===== src/rtl/sram_axi_pkg.sv =====
// Shared types and AXI constants for the SRAM-like to AXI3 bridge.
package sram_axi_pkg;

  typedef enum logic [1:0] {
    StIdle,
    StRdWait,
    StWrWait
  } ch_state_t;

  localparam logic [1:0] AXI_BURST_INCR = 2'b01;
  localparam logic [7:0] AXI_LEN_SINGLE = 8'd0;

  typedef struct packed {
    logic        wr;
    logic [1:0]  size;
    logic [31:0] addr;
    logic [31:0] wdata;
    logic [3:0]  wstrb;
  } ch_req_t;

endpackage


===== src/rtl/rr_arbiter.sv =====
// Round-robin arbiter: combinational one-hot grant, first eligible at or after the pointer.
module rr_arbiter #(
  parameter int unsigned N = 2,
  localparam int unsigned PtrW = (N > 1) ? $clog2(N) : 1
) (
  input  logic            i_clk,
  input  logic            i_reset,
  input  logic [N-1:0]    i_eligible,
  input  logic            i_advance,
  output logic [N-1:0]    o_grant,
  output logic [PtrW-1:0] o_grant_idx,
  output logic [PtrW-1:0] o_ptr
);

  logic [PtrW-1:0] r_ptr;
  logic [PtrW-1:0] w_idx;
  logic [PtrW-1:0] w_next;
  logic [N-1:0]    w_grant;
  logic            w_found;

  always_comb begin
    w_grant = '0;
    w_idx   = '0;
    w_found = 1'b0;
    for (int i = 0; i < int'(N); i++) begin
      int j;
      j = int'(r_ptr) + i;
      if (j >= int'(N)) j = j - int'(N);
      if (!w_found && i_eligible[j]) begin
        w_found    = 1'b1;
        w_grant[j] = 1'b1;
        w_idx      = PtrW'(j);
      end
    end
  end

  assign w_next = (w_idx == PtrW'(N - 1)) ? '0 : w_idx + PtrW'(1);

  always_ff @(posedge i_clk) begin
    if (i_reset) begin
      r_ptr <= '0;
    end else if (i_advance) begin
      r_ptr <= w_next;
    end
  end

  assign o_grant     = w_grant;
  assign o_grant_idx = w_idx;
  assign o_ptr       = r_ptr;

endmodule


===== src/rtl/sram_axi_mux.sv =====
// NUM_CH SRAM-like channels arbitrated round-robin onto one AXI3 master, single-beat only.
module sram_axi_mux
  import sram_axi_pkg::*;
#(
  parameter int unsigned NUM_CH    = 2,
  parameter int unsigned ID_W      = 4,
  parameter bit          RAW_CHECK = 1'b1
) (
  input  logic                    i_clk,
  input  logic                    i_reset,
  input  logic [NUM_CH-1:0]       i_ch_req,
  input  logic [NUM_CH-1:0]       i_ch_wr,
  input  logic [NUM_CH-1:0][1:0]  i_ch_size,
  input  logic [NUM_CH-1:0][31:0] i_ch_addr,
  input  logic [NUM_CH-1:0][31:0] i_ch_wdata,
  input  logic [NUM_CH-1:0][3:0]  i_ch_wstrb,
  output logic [NUM_CH-1:0]       o_ch_addr_ok,
  output logic [NUM_CH-1:0]       o_ch_data_ok,
  output logic [31:0]             o_ch_rdata,
  output logic [ID_W-1:0]         o_arid,
  output logic [31:0]             o_araddr,
  output logic [3:0]              o_arlen,
  output logic [2:0]              o_arsize,
  output logic [1:0]              o_arburst,
  output logic [1:0]              o_arlock,
  output logic [3:0]              o_arcache,
  output logic [2:0]              o_arprot,
  output logic                    o_arvalid,
  input  logic                    i_arready,
  input  logic [ID_W-1:0]         i_rid,
  input  logic [31:0]             i_rdata,
  input  logic [1:0]              i_rresp,
  input  logic                    i_rlast,
  input  logic                    i_rvalid,
  output logic                    o_rready,
  output logic [ID_W-1:0]         o_awid,
  output logic [31:0]             o_awaddr,
  output logic [3:0]              o_awlen,
  output logic [2:0]              o_awsize,
  output logic [1:0]              o_awburst,
  output logic [1:0]              o_awlock,
  output logic [3:0]              o_awcache,
  output logic [2:0]              o_awprot,
  output logic                    o_awvalid,
  input  logic                    i_awready,
  output logic [ID_W-1:0]         o_wid,
  output logic [31:0]             o_wdata,
  output logic [3:0]              o_wstrb,
  output logic                    o_wlast,
  output logic                    o_wvalid,
  input  logic                    i_wready,
  input  logic [ID_W-1:0]         i_bid,
  input  logic [1:0]              i_bresp,
  input  logic                    i_bvalid,
  output logic                    o_bready,
  output logic                    o_err_bad_id
);

  localparam int unsigned PtrW = (NUM_CH > 1) ? $clog2(NUM_CH) : 1;

  ch_state_t         r_state [NUM_CH];
  logic [NUM_CH-1:0] r_data_ok;
  logic [31:0]       r_rdata;
  logic              r_err;
  logic              r_arvalid, r_awvalid, r_wvalid, r_wr_inflight;
  logic [ID_W-1:0]   r_arid, r_awid;
  logic [31:0]       r_araddr, r_awaddr, r_wdata;
  logic [1:0]        r_arsize, r_awsize;
  logic [3:0]        r_wstrb;
  logic [29:0]       r_wr_addr;

  ch_req_t           w_req [NUM_CH];
  ch_req_t           w_sel;
  logic [NUM_CH-1:0] w_elig, w_grant, w_r_hit, w_b_hit;
  logic [PtrW-1:0]   w_gidx, w_ptr;
  logic              w_accept, w_ar_ok, w_wr_ok, w_wr_done;
  logic              w_unused;

  assign w_ar_ok = !r_arvalid || i_arready;
  assign w_wr_ok = !r_wr_inflight && !r_awvalid && !r_wvalid;

  always_comb begin
    w_elig    = '0;
    w_r_hit   = '0;
    w_b_hit   = '0;
    w_wr_done = 1'b0;
    for (int c = 0; c < int'(NUM_CH); c++) begin
      w_req[c] = '{wr: i_ch_wr[c], size: i_ch_size[c], addr: i_ch_addr[c],
                   wdata: i_ch_wdata[c], wstrb: i_ch_wstrb[c]};
      if (!i_reset && i_ch_req[c] && r_state[c] == StIdle) begin
        if (i_ch_wr[c]) w_elig[c] = w_wr_ok;
        else w_elig[c] = w_ar_ok &&
            !(RAW_CHECK && r_wr_inflight && i_ch_addr[c][31:2] == r_wr_addr);
      end
      // A channel already pulsing data_ok has consumed its response.
      w_r_hit[c] = i_rvalid && i_rid == ID_W'(c) && r_state[c] == StRdWait && !r_data_ok[c];
      w_b_hit[c] = i_bvalid && i_bid == ID_W'(c) && r_state[c] == StWrWait && !r_data_ok[c];
      if (r_data_ok[c] && r_state[c] == StWrWait) w_wr_done = 1'b1;
    end
  end

  rr_arbiter #(
    .N(NUM_CH)
  ) u_arb (
    .i_clk      (i_clk),
    .i_reset    (i_reset),
    .i_eligible (w_elig),
    .i_advance  (w_accept),
    .o_grant    (w_grant),
    .o_grant_idx(w_gidx),
    .o_ptr      (w_ptr)
  );

  assign w_accept = |w_grant;
  assign w_sel    = w_req[w_gidx];

  always_ff @(posedge i_clk) begin
    if (i_reset) begin
      for (int c = 0; c < int'(NUM_CH); c++) r_state[c] <= StIdle;
      r_data_ok     <= '0;
      r_rdata       <= '0;
      r_err         <= 1'b0;
      r_arvalid     <= 1'b0;
      r_awvalid     <= 1'b0;
      r_wvalid      <= 1'b0;
      r_wr_inflight <= 1'b0;
      r_arid        <= '0;
      r_awid        <= '0;
      r_araddr      <= '0;
      r_awaddr      <= '0;
      r_wdata       <= '0;
      r_arsize      <= '0;
      r_awsize      <= '0;
      r_wstrb       <= '0;
      r_wr_addr     <= '0;
    end else begin
      for (int c = 0; c < int'(NUM_CH); c++) begin
        if (r_data_ok[c]) r_state[c] <= StIdle;
        else if (w_grant[c]) r_state[c] <= i_ch_wr[c] ? StWrWait : StRdWait;
      end
      r_data_ok <= w_r_hit | w_b_hit;
      if (|w_r_hit) r_rdata <= i_rdata;
      if ((i_rvalid && !(|w_r_hit)) || (i_bvalid && !(|w_b_hit))) r_err <= 1'b1;

      if (w_accept && !w_sel.wr) begin
        r_arvalid <= 1'b1;
        r_arid    <= ID_W'(w_gidx);
        r_araddr  <= w_sel.addr;
        r_arsize  <= w_sel.size;
      end else if (i_arready) begin
        r_arvalid <= 1'b0;
      end

      if (w_accept && w_sel.wr) begin
        r_awvalid     <= 1'b1;
        r_wvalid      <= 1'b1;
        r_wr_inflight <= 1'b1;
        r_awid        <= ID_W'(w_gidx);
        r_awaddr      <= w_sel.addr;
        r_awsize      <= w_sel.size;
        r_wdata       <= w_sel.wdata;
        r_wstrb       <= w_sel.wstrb;
        r_wr_addr     <= w_sel.addr[31:2];
      end else begin
        if (i_awready) r_awvalid <= 1'b0;
        if (i_wready) r_wvalid <= 1'b0;
        if (w_wr_done) r_wr_inflight <= 1'b0;
      end
    end
  end

  assign o_ch_addr_ok = w_grant;
  assign o_ch_data_ok = r_data_ok;
  assign o_ch_rdata   = r_rdata;
  assign o_err_bad_id = r_err;

  assign o_arid    = r_arid;
  assign o_araddr  = r_araddr;
  assign o_arlen   = AXI_LEN_SINGLE[3:0];
  assign o_arsize  = {1'b0, r_arsize};
  assign o_arburst = AXI_BURST_INCR;
  assign o_arlock  = 2'b00;
  assign o_arcache = 4'b0000;
  assign o_arprot  = 3'b000;
  assign o_arvalid = r_arvalid;
  assign o_rready  = 1'b1;

  assign o_awid    = r_awid;
  assign o_awaddr  = r_awaddr;
  assign o_awlen   = AXI_LEN_SINGLE[3:0];
  assign o_awsize  = {1'b0, r_awsize};
  assign o_awburst = AXI_BURST_INCR;
  assign o_awlock  = 2'b00;
  assign o_awcache = 4'b0000;
  assign o_awprot  = 3'b000;
  assign o_awvalid = r_awvalid;

  assign o_wid    = r_awid;
  assign o_wdata  = r_wdata;
  assign o_wstrb  = r_wstrb;
  assign o_wlast  = 1'b1;
  assign o_wvalid = r_wvalid;
  assign o_bready = 1'b1;

  assign w_unused = ^{i_rresp, i_rlast, i_bresp, w_ptr};

endmodule


===== config.mk =====
export PLATFORM = sky130hd
export DESIGN_NAME = sram_axi_mux
export DESIGN_NICKNAME = d
export VERILOG_FILES = /design/src/rtl/sram_axi_pkg.sv /design/src/rtl/rr_arbiter.sv /design/src/rtl/sram_axi_mux.sv
export SDC_FILE = /design/constraint.sdc
export NUM_CORES = 1
export LEC_CHECK = 0
export ABC_AREA = 1
export ABC_CLOCK_PERIOD_IN_PS = 2800
export CELL_PAD_IN_SITES_DETAIL_PLACEMENT = 0
export CELL_PAD_IN_SITES_GLOBAL_PLACEMENT = 2
export CORE_ASPECT_RATIO = 1.2
export CORE_MARGIN = 2
export CORE_UTILIZATION = 21
export CTS_CLUSTER_SIZE = 10
export DETAILED_ROUTE_END_ITERATION = 6
export MAX_ROUTING_LAYER = met4
export PLACE_DENSITY_LB_ADDON = 0.2
export SLEW_MARGIN = 25
export SYNTH_ARGS = -nofsm -noshare
export SYNTH_HDL_FRONTEND = slang
export SYNTH_SLANG_ARGS = --single-unit

===== constraint.sdc =====
create_clock -name i_clk -period 2.8 [get_ports i_clk]
set_clock_uncertainty 0.1 [all_clocks]
set_input_delay 0.28 -clock i_clk [delete_from_list [all_inputs] [get_ports i_clk]]
set_output_delay 0.28 -clock i_clk [all_outputs]
set_load 0.01 [all_outputs]

# Yosys cells after proc, flatten, opt, wreduce, memory -nomap -nowiden

Memories as Yosys holds them, arrays and structs flattened.
Index checks and enable logic that the tools add are counted.

Memories kept: 1
Word-level logic and storage cells: 158
Latch bits: 0
Output and inout port bits: 191
Bits in registers: 176
Bits in read-only memories: 0
Input bits: 196
Bits in writable memories: 4

Reductions and logical operators: 57
Bitwise operators: 7
Multiply operators: 0
Shift operators: 0
Divide/modulo/power cells: 0
Equal/unequal tests: 8
Add/sub/neg operators: 4
Order comparisons: 7
Mux-type cells: 57

Memories:

| memory  | depth | bits a word | rd ports | clocked after Yosys merged registers in | wr ports | line               | text |
|---|---|---|---|---|---|---|---|
| r_state | 2     | 2           | 2        | 0                                       | 2        | sram_axi_mux.sv:61 | `ch_state_t r_state [NUM_CH];` |

Operators with widths:

| kind                                                 | count |
|---|---|
| two-way mux 71 bit                                   | 3 |
| >= comparator 32 x 1 -> 1 bit, second input constant | 2 |
| < comparator 32 x 3 -> 1 bit, second input constant  | 2 |
| two-way mux 32 bit                                   | 2 |
| == test 30 bit                                       | 2 |
| two-way mux 1 bit                                    | 42 |
| >= comparator 32 x 3 -> 1 bit, second input constant | 1 |
| subtractor 32 x 3 -> 32 bit, second input constant   | 1 |
| logical AND 1 bit                                    | 31 |
| two-way mux 2 bit                                    | 8 |
| logical NOT 1 bit                                    | 13 |
| == test 4 x 1 -> 1 bit, second input constant        | 2 |
| logical NOT 4 bit                                    | 2 |
| nonzero test 2 bit                                   | 4 |
| OR reduction 2 bit                                   | 3 |
| == test 2 x 1 -> 1 bit, second input constant        | 2 |
| == test 2 bit, second input constant                 | 2 |
| logical NOT 2 bit                                    | 2 |
| OR 1 bit                                             | 4 |
| OR 2 bit                                             | 2 |
| subtractor 1 x 2 -> 3 bit, second input constant     | 1 |
| adder 1 x 1 -> 2 bit, second input constant          | 1 |
| demux 1 bit (select 1 bit)                           | 2 |
| >= comparator 1 x 2 -> 1 bit, second input constant  | 1 |
| other kinds (4)                                      | 5 |

# Longest topological paths before layout

Gate-level depths: netlist (run 1).

Word-level depth: 20
Depth in mapped cells: 20
Mapped depth without buffers: 18

# Hierarchy

A second synthesis (run 1) with hierarchy kept.

Cells, all modules: 1134
Area total of the unflattened synthesis: 7497.2 um^2

Modules (own cells, without submodules):

| module       | seq. area each (um^2) | cells each | instances | area each (um^2) |
|---|---|---|---|---|
| sram_axi_mux | 3022.9                | 1121       | 1         | 7418.4 |
| rr_arbiter   | 20.0                  | 13         | 1         | 78.8 |

# Least setup slack after synthesis (run 1)

No wires, ideal clock.

Path type: reg-to-reg
Start: register, netlist name o_awaddr[11]
End: register r_awaddr[27] (netlist: o_awaddr[27])
Data required time: 2587 ps
Library setup time: 113 ps
Path slack: 631 ps
Cell stages (with the launch flop): 20
Data arrival time: 1955 ps
Buffers on the path: 2
Path through: dfxtp_1 -> inv_1 -> nand2_1 -> nand2_1 -> inv_1 -> nand2_1 -> nor2_1 -> nand2_1 -> nor2_1 -> nand2_1 -> nand2_1 -> nand2_1 -> nand3_2 -> nand2_2 -> nand2_1 -> nand3_2 -> buf_4 -> buf_4 -> o21ai_1 -> nor2_1

RTL lines:

| element                | line                | text |
|---|---|---|
| end signal: assignment | sram_axi_mux.sv:159 | `r_awaddr <= w_sel.addr;` |
| end: declaration       | sram_axi_mux.sv:67  | `logic [31:0] r_araddr, r_awaddr, r_wdata;` |

==> results of run 1 <==
-- Yosys cell counts, types with 5 or more instances --
cell type / n
xnor2_1: 14
nand3_1: 97
buf_1: 5
buf_4: 48
nand2_1: 559
buf_2: 22
nand4_1: 9
inv_1: 197
dfxtp_1: 146
clkbuf_1: 53
nor2_1: 201
o21ai_0: 64
a21oi_1: 78
nand3b_1: 13
-- cells by family after synthesis --
kind of cell    count (synthesis)  share of synthesized area
compound gates                150                     0.0859
xor+xnor                       14                     0.0137
buf+inv                       329                      0.161
flops                         150                      0.340
other cells                     2                   0.000839
simple gates                  890                      0.398
-- metrics by stage --
step / hold WS [ns] / setup slack [ns] / cell area [um2] / utilization / total power, W
floorplan: 0.312 / 0.631 / 9110 / - / 0.00317
global placement: 0.358 / -0.253 / 13400 / 0.319 / 0.00402
detailed placement: 0.368 / -0.257 / 13400 / 0.319 / 0.00402
CTS: 0.288 / -0.00828 / 14000 / 0.334 / 0.00661
global route: 0.317 / 0.0391 / 14100 / 0.335 / 0.00686
finish: 0.321 / 0.267 / 14100 / 0.335 / 0.00649
-- power by group --
part | leakage [nW] | total, W | switching [W] | internal (W)
Clock | 0.296 | 0.00252 | 0.00103 | 0.00149
Sequential | 1.24 | 0.00236 | 0.0000898 | 0.00227
Combinational | 5.26 | 0.00160 | 0.000810 | 0.000791
-- state kept, by name, indices dropped and copies added (netlist names), 2 cells and up --
name	flops
r_arsize	2
r_awsize	2
o_awaddr	32
r_state	4
o_wdata	32
o_araddr	32
o_wstrb	4
o_ch_rdata	32
o_ch_data_ok	2
-- tightest hold or removal path: cells and delay by family --
kind            cells  cell delay [ns]
buf+inv             1             0.39
compound gates      1             0.11
simple gates        1             0.05
-- timing repair --
| item | 4_1_cts | 5_1_grt |
|---|---|---|
| pin swaps | 0 | 3 |
| setup buffers | 0 | 1 |
| resized for setup | 10 | 29 |
| setup endpoints to repair | 8 | 66 |
-- path summary, 6_finish.rpt --
| kind | start | end | slack, ns | depth (start not counted) |
|---|---|---|---|---|
| hold reg to reg | o_arid[0] | o_arid[0] | 0.37 | 2 |
| hold / removal | i_rdata[31] | o_ch_rdata[31] | 0.32 | 3 |
| setup / recovery | o_awaddr[14] | o_ch_addr_ok[0] | 0.27 | 13 |
| setup reg to reg | o_awaddr[18] | o_araddr[8] | 0.32 | 17 |
-- metal layers --
| metal | global-route usage | vias to the layer above | part of all wire |
|---|---|---|---|
| met2 | 0.285 | 257 | 0.48 |
| met3 | 0.0470 | 26 | 0.065 |
| met1 | 0.198 | 4554 | 0.44 |
| met5 | - | - | 0 |
| met4 | 0.0510 | 0 | 0.014 |
| li1 | - | 5309 | - |
-- area by class of cell --
cell class | instances | share of cell area
multi-input cells | 1098 | 0.334
repair buffers | 435 | 0.302
flip-flops and latches | 150 | 0.218
inverters | 201 | 0.0538
well taps | 546 | 0.0486
clock buffers | 24 | 0.0349
clock inverters | 8 | 0.00854
diodes | 4 | 0.000711
==> results.cfg, run 1 <==
[die]
core_area_um2 = 42000
ioPinCount = 387
dieArea_um2 = 44300
start_util = 0.213
die_x_um = 192
placement_rows = 82
die_y_um = 230

[synthesis]
syn_avg_cell_area_um2 = 5.83
yosysTopAreaCellShare = 0.327
ys_seq_area_frac = 0.340
synth_edf_count = 4
synthFlopType = dfxtp_1
syn_inst = 1535
async_flop_share = 0
synth.area.top_cells = dfxtp_1 33%, nand2_1 23%, nor2_1 8.4%
yosysWarnings = 0
synth_area_leader_cell = dfxtp_1
syn_area_um2 = 8950
synth_cell_types = 26
synth_seq_cells = 150

[setup_path]
crit_arrival_ns = 2.15
worstSetupPathType = reg -> out
cpMostUsedCell = nand2_1
path_max_fanout = 4
worst-path-buf-inv = 3
crit_path_top_delay_cell = dfxtp_1
path_cells = xnor2_1, nand2_1, nor2_2, nand2_2, nor2_1, nand2_1, nand2_1, nand2_1, nand2_1, inv_1, nand2_1, inv_2, buf_2
slowest_delay_ns = 0.40
required_ns = 2.42
cpLargestDelayFamily = simple AND/OR/NAND/NOR gates
start_kind = flip-flop
endpoint_kind = output port

[pwr]
peakVddDrop_mv = 0.452
p_leak_nw = 6.79
p_per_area_nw_per_um2 = 461

[sta]
hold_viol_final = 0
slew_headroom = 0.393
slew_viol_final = 0
tightest_slew_ns = 0.911
rsz0062_at_grt = false
max_freq_ghz = 0.395
setup_tns_ns = 0
min_period_ns = 2.53
setup_viol = 0
min_period_over_period = 0.905

[global_route]
grt_overflow = 0
track_usage = 0.171
grt_pass1_wl_um = 55900
grt_pass1_vias = 10100
grt_max_degree = 80
antenna_found_initial = 3

[drt]
ant_nets = 0
post-route-drc-count = 0
via_per_inst = 4.11
dr.pass1.iters = 4
vias = 10100
wirelength_um = 36800
avgRoutedWirePerCell_um = 14.9
detail_route.iter0.violations = 417

[placement]
hpwl_um = 27000
gp_congestion = 0.773
io_buffers = 337
placed_cells = 2429

[run]
cap_viol_max_count = 0

[layout]
area_delta_synth_final_pct = 57.2
ff_latch_area_um2 = 3070
drive_gt1_frac = 0.0882
final_cells = 2466
multi_input_area_um2 = 4690
nFillCells = 4674
final_common_cell = nand2_1
final_nets = 2099
final_cell_mix = 555 x nand2_1, 335 x clkdlybuf4s50_1, 196 x nor2_1, 195 x inv_1, 129 x dfxtp_1

[clock_tree]
clk_pin_slew_ns = 0.07
cts_sinks = 150
cts_tree = yes
clk_latency_ns = 0.46
hold_buffers = 0
cts_buffers = 17
cts_max_path_buffers = 2
root_buffer = clkbuf_16
cts.htree.levels = 4

[min_path]
min_path_type = in -> reg

[run_status]
outcome = finished, final reports clean
Power figures use the tool's default switching activity.
==> run 2, diff against run 1 <==
--- a/config.mk
+++ b/config.mk
@@ -16,6 +16,7 @@
 export DETAILED_ROUTE_END_ITERATION = 6
 export MAX_ROUTING_LAYER = met4
 export PLACE_DENSITY_LB_ADDON = 0.2
+export SETUP_SLACK_MARGIN = 0.02
 export SLEW_MARGIN = 25
 export SYNTH_ARGS = -nofsm -noshare
 export SYNTH_HDL_FRONTEND = slang
==> run 2 against run 1 <==
Effect of this change: clock-buffer cell count is the same; utilization is essentially flat; clock power hardly changed; final area rose by 0.12%; global-route usage about the same; non-clock buffer count is 2 higher; routed wire length about the same; critical path depth did not move; sequential share of layout area about the same; first-iteration DRC count decreased by 3.1%; critical path type unchanged.
==> results.cfg, run 2 (same netlist as run 1, synthesis figures left out) <==
[run_status]
outcome = finished, final reports clean

[setup_path]
start_kind = flip-flop
crit_path_top_delay_cell = dfxtp_1
path_cells = xnor2_1, nand2_1, nor2_2, nand2_2, nor2_1, nand2_1, nand2_1, nand2_1, nand2_1, inv_1, nand2_1, inv_2, buf_2
path_max_fanout = 4
crit_arrival_ns = 2.16
cpMostUsedCell = nand2_1
required_ns = 2.42
worst-path-buf-inv = 3
endpoint_kind = output port
cpLargestDelayFamily = simple AND/OR/NAND/NOR gates
slowest_delay_ns = 0.40
worstSetupPathType = reg -> out

[global_route]
grt_max_degree = 80
antenna_found_initial = 3
track_usage = 0.171
grt_overflow = 0
grt_pass1_vias = 10100
grt_pass1_wl_um = 55900

[die]
dieArea_um2 = 44300
placement_rows = 82
die_x_um = 192
core_area_um2 = 42000
die_y_um = 230
start_util = 0.213
ioPinCount = 387

[clock_tree]
root_buffer = clkbuf_16
cts_max_path_buffers = 2
clk_pin_slew_ns = 0.07
cts_sinks = 150
clk_latency_ns = 0.46
cts.htree.levels = 4
hold_buffers = 0
cts_tree = yes
cts_buffers = 17

[sta]
max_freq_ghz = 0.394
min_period_ns = 2.54
rsz0062_at_grt = false
hold_viol_final = 0
min_period_over_period = 0.906
tightest_slew_ns = 0.908
slew_viol_final = 0
slew_headroom = 0.394
setup_viol = 0

[pwr]
power.internal_w = 0.00456
p_leak_nw = 6.80
netSwitchingPower_w = 0.00194
p_per_area_nw_per_um2 = 461
peakVddDrop_mv = 0.453
clkPwrFrac = 0.390
seq_power_share = 0.364
p_comb_frac = 0.247
switching_share = 0.298

[layout]
ff_latch_area_um2 = 3070
final_cells = 2468
drive_gt1_frac = 0.0897
final_nets = 2101
area_delta_synth_final_pct = 57.4
multi_input_area_um2 = 4700
final_cell_mix = 555 x nand2_1, 335 x clkdlybuf4s50_1, 195 x inv_1, 195 x nor2_1, 129 x dfxtp_1
final_common_cell = nand2_1
nFillCells = 4672
fin_util = 0.336

[drt]
avgRoutedWirePerCell_um = 14.9
wirelength_um = 36800
vias = 10200
post-route-drc-count = 0
detail_route.iter0.violations = 404
via_per_inst = 4.11
ant_nets = 0
dr.pass1.iters = 4

[placement]
gp_congestion = 0.773
hpwl_um = 27000
placed_cells = 2429
io_buffers = 337

[run]
cap_viol_max_count = 0

[min_path]
min_path_type = in -> reg
## run 2: final timing paths
| kind | from | to | slack (ns) | cells after the start |
|---|---|---|---|---|
| setup reg to reg | o_awaddr[18] | o_araddr[8] | 0.32 | 17 |
| hold reg to reg | o_arid[0] | o_arid[0] | 0.37 | 2 |
| setup / recovery | o_awaddr[14] | o_ch_addr_ok[0] | 0.26 | 13 |
| hold / removal | i_rdata[31] | o_ch_rdata[31] | 0.32 | 3 |
## run 2: cell type report
cell class	instances	share of cell area
multi-input combinational	1098	0.333
clock buffer	24	0.0349
timing repair buffer	437	0.303
inverter	201	0.0537
tap	546	0.0485
sequential	150	0.218
clock inverter	8	0.00853
antenna	4	0.000710
## run 2: per-layer routing
metal	part of all wire	GRT usage
met5	0	-
met4	0.014	0.0510
met3	0.064	0.0470
met2	0.48	0.285
met1	0.44	0.198
## run 2: worst min-delay path, cell delays in order
cell,delay [ns]
clkdlybuf4s50_1,0.39
a21oi_1,0.11
nor2_1,0.05
## run 2: through the flow
| step | cell area (um2) | hold slack [ns] | setup TNS (ns) | worst slack (ns) | power, W |
|---|---|---|---|---|---|
| finish | 14100 | 0.321 | 0 | 0.263 | 0.00650 |
| global route | 14100 | 0.317 | 0 | 0.0391 | 0.00686 |
| CTS | 14000 | 0.288 | 0 | 0.0153 | 0.00661 |
| detailed placement | 13400 | 0.368 | -20.38 | -0.257 | 0.00402 |
| global placement | 13400 | 0.358 | -19.07 | -0.253 | 0.00402 |
| floorplan | 9110 | 0.312 | 0 | 0.631 | 0.00317 |
## run 2: repair_timing
action                     in CTS  in global routing
cloned                          0                  0
gates resized for setup        15                 25
buffers inserted                0                  3
pin swaps                       1                  3
setup endpoints to repair      23                 71
## run 2: power groups by stage
stage / logic (W) / registers [W] / clock network [W]
finish: 0.00160 / 0.00236 / 0.00253
global route: 0.00180 / 0.00238 / 0.00269
global placement: 0.00162 / 0.00241 / 0
detailed placement: 0.00162 / 0.00241 / 0
CTS: 0.00163 / 0.00236 / 0.00262
floorplan: 0.000727 / 0.00244 / 0
==> run 3, diff against run 2 <==
--- a/config.mk
+++ b/config.mk
@@ -12,6 +12,7 @@
 export CORE_ASPECT_RATIO = 1.2
 export CORE_MARGIN = 2
 export CORE_UTILIZATION = 21
+export CTS_CLUSTER_DIAMETER = 50
 export CTS_CLUSTER_SIZE = 10
 export DETAILED_ROUTE_END_ITERATION = 6
 export MAX_ROUTING_LAYER = met4
==> results of run 3 <==
No change in the layout: final DEF, timing and power equal those of run 2.
